==> config.mk <==
export PLATFORM = sky130hd
export DESIGN_NAME = coffee_recipe_sequencer
export DESIGN_NICKNAME = d
export VERILOG_FILES = /design/src/rtl/coffee_pkg.sv /design/src/rtl/sec_tick_gen.sv /design/src/rtl/coffee_recipe_sequencer.sv
export SDC_FILE = /design/constraint.sdc
export NUM_CORES = 1
export LEC_CHECK = 0
export CAP_MARGIN = 40
export CORE_MARGIN = 2
export CORE_UTILIZATION = 59
export CTS_CLUSTER_SIZE = 16
export DETAILED_ROUTE_END_ITERATION = 6
export HOLD_SLACK_MARGIN = 0.08
export PLACE_DENSITY = 0.8
export SLEW_MARGIN = 10
export SYNTH_ARGS = -nofsm -noshare
export SYNTH_HDL_FRONTEND = slang
export SYNTH_SLANG_ARGS = --single-unit
==> constraint.sdc <==
create_clock -name clk -period 3.38 [get_ports clk]
set_input_delay 0.676 -clock clk [delete_from_list [all_inputs] [get_ports clk]]
set_output_delay 0.676 -clock clk [all_outputs]
set_load 0.005 [all_outputs]
==> src/rtl/coffee_pkg.sv <==
// Shared step codes, recipe record layout and the built-in recipe table for the coffee sequencer.
package coffee_pkg;

  localparam logic [3:0] STEP_OFF = 4'd0;
  localparam logic [3:0] STEP_A   = 4'd1;
  localparam logic [3:0] STEP_C   = 4'd2;
  localparam logic [3:0] STEP_L   = 4'd3;
  localparam logic [3:0] STEP_U   = 4'd4;
  localparam logic [3:0] STEP_E   = 4'd5;
  localparam logic [3:0] STEP_FIN = 4'd6;

  localparam int N_STEP_KINDS = 5;

  // Step index returned when no enabled step remains.
  localparam logic [2:0] NO_STEP = 3'd5;

  // Bit/slot 0 is A (water) through 4 = E (cream); dur is in seconds.
  typedef struct packed {
    logic [N_STEP_KINDS-1:0]       mask;
    logic [N_STEP_KINDS-1:0][3:0]  dur;
  } recipe_t;

  localparam recipe_t RECIPE_AMERICANO = '{mask: 5'b00011,
                                           dur:  {4'd0, 4'd0, 4'd0, 4'd3, 4'd4}};
  localparam recipe_t RECIPE_LATTE     = '{mask: 5'b01110,
                                           dur:  {4'd0, 4'd2, 4'd4, 4'd3, 4'd0}};
  localparam recipe_t RECIPE_CAPPUCCINO = '{mask: 5'b10110,
                                            dur:  {4'd2, 4'd0, 4'd3, 4'd3, 4'd0}};
  localparam recipe_t RECIPE_EMPTY     = '{mask: 5'b00000, dur: '0};

  localparam recipe_t RECIPES [16] = '{
    RECIPE_AMERICANO, RECIPE_LATTE, RECIPE_CAPPUCCINO, RECIPE_EMPTY,
    RECIPE_EMPTY, RECIPE_EMPTY, RECIPE_EMPTY, RECIPE_EMPTY,
    RECIPE_EMPTY, RECIPE_EMPTY, RECIPE_EMPTY, RECIPE_EMPTY,
    RECIPE_EMPTY, RECIPE_EMPTY, RECIPE_EMPTY, RECIPE_EMPTY
  };

  // Lowest enabled step index at or after 'from', or NO_STEP.
  function automatic logic [2:0] first_enabled(recipe_t r, logic [2:0] from);
    logic [2:0] idx;
    idx = NO_STEP;
    for (int i = N_STEP_KINDS - 1; i >= 0; i--) begin
      if (i >= int'(from) && r.mask[i] && r.dur[i] != 4'd0) idx = 3'(i);
    end
    return idx;
  endfunction

endpackage

==> src/rtl/sec_tick_gen.sv <==
// One-second prescaler: one-cycle tick every TICK_DIV enabled cycles, synchronous clear.
module sec_tick_gen #(
  parameter int unsigned TICK_DIV = 50000000
) (
  input  logic clk,
  input  logic reset,
  input  logic clear,
  input  logic enable,
  output logic tick
);

  localparam int unsigned CntW = (TICK_DIV > 1) ? $clog2(TICK_DIV) : 1;
  localparam logic [CntW-1:0] CntMax = CntW'(TICK_DIV - 1);

  logic [CntW-1:0] cnt_q, cnt_d;

  // Tick must not depend on clear: the sequencer derives clear from tick.
  assign tick = enable && (cnt_q == CntMax);

  always_comb begin
    cnt_d = cnt_q;
    if (clear) begin
      cnt_d = '0;
    end else if (enable) begin
      cnt_d = tick ? '0 : cnt_q + 1'b1;
    end
  end

  always_ff @(posedge clk or negedge reset) begin
    if (!reset) begin
      cnt_q <= '0;
    end else begin
      cnt_q <= cnt_d;
    end
  end

endmodule

==> src/rtl/coffee_recipe_sequencer.sv <==
// Multi-recipe coffee sequencer: recipe selection, timed dispense steps, done hold and cancel.
module coffee_recipe_sequencer
  import coffee_pkg::*;
#(
  parameter int unsigned N_RECIPES   = 3,
  parameter int unsigned TICK_DIV    = 50000000,
  parameter int unsigned DONE_HOLD_S = 3,
  parameter int unsigned SEL_W       = $clog2(N_RECIPES)
) (
  input  logic             clk,
  input  logic             reset,
  input  logic             next_pulse,
  input  logic             select_pulse,
  input  logic             cancel_pulse,
  output logic [SEL_W-1:0] recipe_sel,
  output logic [3:0]       step_code,
  output logic [3:0]       secs_left,
  output logic             busy,
  output logic             done,
  output logic             done_pulse,
  output logic             aborted_pulse
);

  localparam logic [1:0] StIdle = 2'd0;
  localparam logic [1:0] StRun  = 2'd1;
  localparam logic [1:0] StDone = 2'd2;

  localparam logic [SEL_W-1:0] SelLast  = SEL_W'(N_RECIPES - 1);
  localparam logic [3:0]       HoldSecs = 4'(DONE_HOLD_S);

  logic [1:0]       state_q, state_d;
  logic [SEL_W-1:0] sel_q, sel_d;
  logic [2:0]       idx_q, idx_d;
  logic [3:0]       code_q, code_d;
  logic [3:0]       secs_q, secs_d;
  logic             busy_q, busy_d;
  logic             done_q, done_d;
  logic             done_pulse_q, done_pulse_d;
  logic             aborted_q, aborted_d;

  logic       tick;
  logic       tick_clear;
  logic       load;
  logic       go_idle;
  logic [2:0] nxt_idx;
  recipe_t    cur;

  assign cur = RECIPES[4'(sel_q)];

  sec_tick_gen #(
    .TICK_DIV (TICK_DIV)
  ) u_tick (
    .clk    (clk),
    .reset  (reset),
    .clear  (tick_clear),
    .enable (state_q != StIdle),
    .tick   (tick)
  );

  always_comb begin
    state_d      = state_q;
    sel_d        = sel_q;
    idx_d        = idx_q;
    code_d       = code_q;
    secs_d       = secs_q;
    done_pulse_d = 1'b0;
    aborted_d    = 1'b0;
    tick_clear   = 1'b0;
    load         = 1'b0;
    go_idle      = 1'b0;
    nxt_idx      = first_enabled(cur, (state_q == StIdle) ? 3'd0 : idx_q + 3'd1);

    case (state_q)
      StIdle: begin
        if (select_pulse) begin
          load = 1'b1;
        end else if (next_pulse) begin
          sel_d = (sel_q == SelLast) ? '0 : sel_q + 1'b1;
        end
      end
      StRun: begin
        if (cancel_pulse) begin
          go_idle   = 1'b1;
          aborted_d = 1'b1;
        end else if (tick) begin
          if (secs_q == 4'd1) load = 1'b1;
          else                secs_d = secs_q - 4'd1;
        end
      end
      StDone: begin
        if (cancel_pulse) begin
          go_idle   = 1'b1;
          aborted_d = 1'b1;
        end else if (tick) begin
          if (secs_q == 4'd1) go_idle = 1'b1;
          else                secs_d = secs_q - 4'd1;
        end
      end
      default: go_idle = 1'b1;
    endcase

    // Skipping happens here, so a disabled step never reaches the outputs.
    if (load) begin
      tick_clear = 1'b1;
      if (nxt_idx == NO_STEP) begin
        state_d      = StDone;
        code_d       = STEP_FIN;
        secs_d       = HoldSecs;
        done_pulse_d = 1'b1;
      end else begin
        state_d = StRun;
        idx_d   = nxt_idx;
        code_d  = STEP_A + {1'b0, nxt_idx};
        secs_d  = cur.dur[nxt_idx];
      end
    end

    if (go_idle) begin
      tick_clear = 1'b1;
      state_d    = StIdle;
      code_d     = STEP_OFF;
      secs_d     = 4'd0;
    end

    busy_d = (state_d != StIdle);
    done_d = (state_d == StDone);
  end

  always_ff @(posedge clk or negedge reset) begin
    if (!reset) begin
      state_q      <= StIdle;
      sel_q        <= '0;
      idx_q        <= 3'd0;
      code_q       <= STEP_OFF;
      secs_q       <= 4'd0;
      busy_q       <= 1'b0;
      done_q       <= 1'b0;
      done_pulse_q <= 1'b0;
      aborted_q    <= 1'b0;
    end else begin
      state_q      <= state_d;
      sel_q        <= sel_d;
      idx_q        <= idx_d;
      code_q       <= code_d;
      secs_q       <= secs_d;
      busy_q       <= busy_d;
      done_q       <= done_d;
      done_pulse_q <= done_pulse_d;
      aborted_q    <= aborted_d;
    end
  end

  assign recipe_sel    = sel_q;
  assign step_code     = code_q;
  assign secs_left     = secs_q;
  assign busy          = busy_q;
  assign done          = done_q;
  assign done_pulse    = done_pulse_q;
  assign aborted_pulse = aborted_q;

endmodule

==> results.md <==
- Critical path's slowest cell: a311oi_1
- Share of layout cells above drive strength 1: 7.869%
- Leakage power: 1.269 nW
- Antenna cells: 0
- CTS max path bufs: 2
- Syn_nets: 300
- Min cycle time layout: 3.152 ns
- Largest net degree at the start of global routing: 25
- Synth Area per Inst: 9.523 um2
- Psw: 0.8844 mW
- Initial core utilization: 61.24%
- Remaining global-route overflow: 0
- Io pins: 19
- Inst Count DP: 349
- # fillers: 333
- Most used DFF post-synth: dfrtp_1
- RSZ-0062 raised after global routing: false
- First-pass GRT wire length: 10.02 mm
- Cell count along the critical path: 9
- Buffers on Ports: 18
- Cell Chain, Critical Path: inv_1 > ha_1 > inv_1 > a2bb2oi_1 > nor2b_1 > a311oi_1 > ha_1 > a22o_1 > mux2_2
- Peak Freq: 317.2 MHz
- Final WL: 5.802 mm
- CTS tree: built
- Setup Skew: 0.007151 ns
- Headroom to the max-slew limit: 43.09%
- Final setup fails: 0
- MaxCap Viol Count: 0
- Post-route ant nets: 0
- Count of different cell masters after synthesis: 55
- Crit path launch type: flip-flop
- Routed length per instance: 16.25 um
- Sink Count: 45
- CP Capture Type: flip-flop
- Crit path to: idx_q[0]
- Sequential power share: 31.1%
- Crit. Startpoint: state_q[0]
- Worst skew pair latency: 0.30 ns
- Cells after Synth: 280
- Data required, critical path: 3.57 ns
- Final Slew Violations: 0
- Reg2reg end: idx_q[0]
- Synth async-reset ratio: 100.0%
- Worst VDD drop: 562.7 uV
- Tcrit/Tclk final: 93.26%
- Vias per Instance: 6.235
- Register area: 0.001126 mm2
- Worst R2R Setup Slack: 0.23 ns
- Launching point of the worst reg2reg path: state_q[0]
- Clock-pin slew on the worst setup and hold paths: 0.09 ns
- Hold buffers post-CTS: 0
- Clock power frac: 20.9%
- Sequential-to-total area share from yosys stat: 42.23%
- Mapped Area: 0.002666 mm2
- Area occupied by multi-input gates: 0.001473 mm2
- Inserted Clock Buffers: 5
- Crit path DAT: 3.35 ns
- Die width: 71.23 um
- Root Driver: clkbuf_8
- Number of global-route vias before repair: 2067
- Cell row count: 24
- Die height: 71.23 um
- Die area: 0.005073 mm2
- Nets@finish: 324
- Sw frac: 38.63%
- Area grow syn2layout: 15.49%
- Initial antenna violation count: 0
- Buf/Inv on CP: 2
- Final Worst Setup Slack: 0.2279 ns
- Yosys warns: 0
- # H-tree levels: 2
- Yosys reg bits: 45
- DRC Markers: 0
- Final HPWL from detailed placement: 4.188 mm
- Min-delay worst type: input port to asynchronous set/reset pin
- GP Congestion: 0.8250
- Hold slack: 0.3544 ns
- EDFF count, synth: 0
- Final hold viol count: 0
- Post-CTS Setup Repair Bufs: 0
- Total negative slack: 0 ns
- Reg2reg path depth: 9
- Int Pwr: 1.405 mW
- Post-place setup slack: 0.3639 ns
- Part of the power in combinational logic: 48.0%
- Initial detailed-routing violation count: 137
- 1st-pass router iterations: 4
- Post-cts repair resize count: 0
- CP max FO: 15
- CP top delay family: compound AO/OA/AOI/OAI gates
- Worst-Margin Slew: 0.8444 ns
- Tot GR Track Use: 25.07%
- Status: completed
- Power, Total: 2.289 mW
- Max incr delay on CP: 0.55 ns
- Routed vias: 2226
- Finished Layout Cells: 357
- Core ar.: 0.004354 mm2
- Worst Setup Path Type: flip-flop to flip-flop
- Power Density: 743.5 mW/mm2
-- worst reg2reg max path, delay by kind of cell, from the launching register on --
family,cells,cell delay (ns)
AO/OA/AOI/OAI,3,0.98
adder cells (fa/ha/maj),2,0.82
flip-flops,1,0.42
multiplexers,1,0.34
buffers and inverters,2,0.30
AND/OR/NAND/NOR,1,0.19
-- power groups by stage --
stage / registers (mW) / logic (mW) / clock network, mW
after floorplan: 0.712 / 0.726 / 0
after global placement: 0.716 / 1.04 / 0
after detailed placement: 0.723 / 1.06 / 0
after CTS: 0.712 / 1.07 / 0.489
after global routing: 0.725 / 1.19 / 0.511
final: 0.712 / 1.10 / 0.479
-- cell type report --
cell class                      count  share of cell area [%]
Inverter                           15                   1.829
Clock buffer                        5                   2.235
Clock inverter                      3                   2.113
Multi-Input combinational cell    215                   47.83
Timing Repair Buffer               22                   7.314
Tap cell                           52                   2.113
Sequential cell                    45                   36.57
-- registers in the layout, indices dropped and copies added, names as in the netlist, 2 cells and up --
name / flops
u_tick.cnt_q: 26
secs_left: 4
step_code: 4
idx_q: 3
recipe_sel: 2
state_q: 2
-- cell families after synthesis --
| group | after synthesis | share of synthesized area (%) |
|---|---|---|
| simple gates | 126 | 26.47 |
| compound gates | 46 | 11.83 |
| flops | 45 | 42.23 |
| xor+xnor | 23 | 7.555 |
| buf+inv | 20 | 2.816 |
| fa+ha+maj | 15 | 7.039 |
| mux | 5 | 2.065 |
-- how the worst min path moves through the flow --
stage            startpoint                to  slack (ns)  cells past startpoint
3_5_place_dp   step_code[3]      step_code[3]        0.51                      1
5_1_grt               reset  u_tick.cnt_q[18]        0.39                      1
3_3_place_gp   step_code[3]      step_code[3]        0.50                      1
2_1_floorplan         reset     aborted_pulse        0.38                      0
4_1_cts               reset        state_q[1]        0.37                      1
6_report              reset  u_tick.cnt_q[18]        0.35                      1
-- cell usage after synthesis, types with 5 or more instances --
library cell | instances | area [um2]
nand3_1 | 10 | 50.05
nor4_1 | 11 | 68.82
or3_1 | 5 | 31.28
xnor2_1 | 18 | 157.7
ha_1 | 15 | 187.7
dfrtp_1 | 45 | 1126
nor2_1 | 28 | 105.1
nand4_1 | 10 | 62.56
and2_1 | 6 | 37.54
a21oi_1 | 10 | 50.05
xor2_1 | 5 | 43.79
nor3_1 | 6 | 30.03
clkbuf_1 | 5 | 18.77
inv_1 | 15 | 56.30
nor2b_1 | 6 | 37.54
o21ai_0 | 7 | 35.03
nand2_1 | 18 | 67.56
-- per-stage QoR --
| step | utilization [%] | instance area [um2] |
|---|---|---|
| floorplan | - | 2666 |
| global placement | 67.01 | 2918 |
| detailed placement | 67.64 | 2945 |
| CTS | 70.72 | 3079 |
| global route | 70.72 | 3079 |
| finish | 70.72 | 3079 |
-- metal layers --
metal	wire, um	vias to the layer above	GRT usage, %
met5	0	-	0
met4	63	0	8.176
met3	382	6	4.219
met2	2627	79	37.35
met1	2729	1079	37.50
li1	-	1062	-
-- cell usage in the layout (no fill, tap or decap), drive strengths merged, types with 6 or more instances in the layout --
cell	instances
a21oi	10
o21ai	7
dfrtp	45
and2	7
inv	15
nor2	28
clkdlybuf4s50	17
nand4	10
nor2b	6
nor3	6
nand2	18
ha	15
nor4	11
nand3	12
xnor2	18
(Power assumes the default switching activity.)
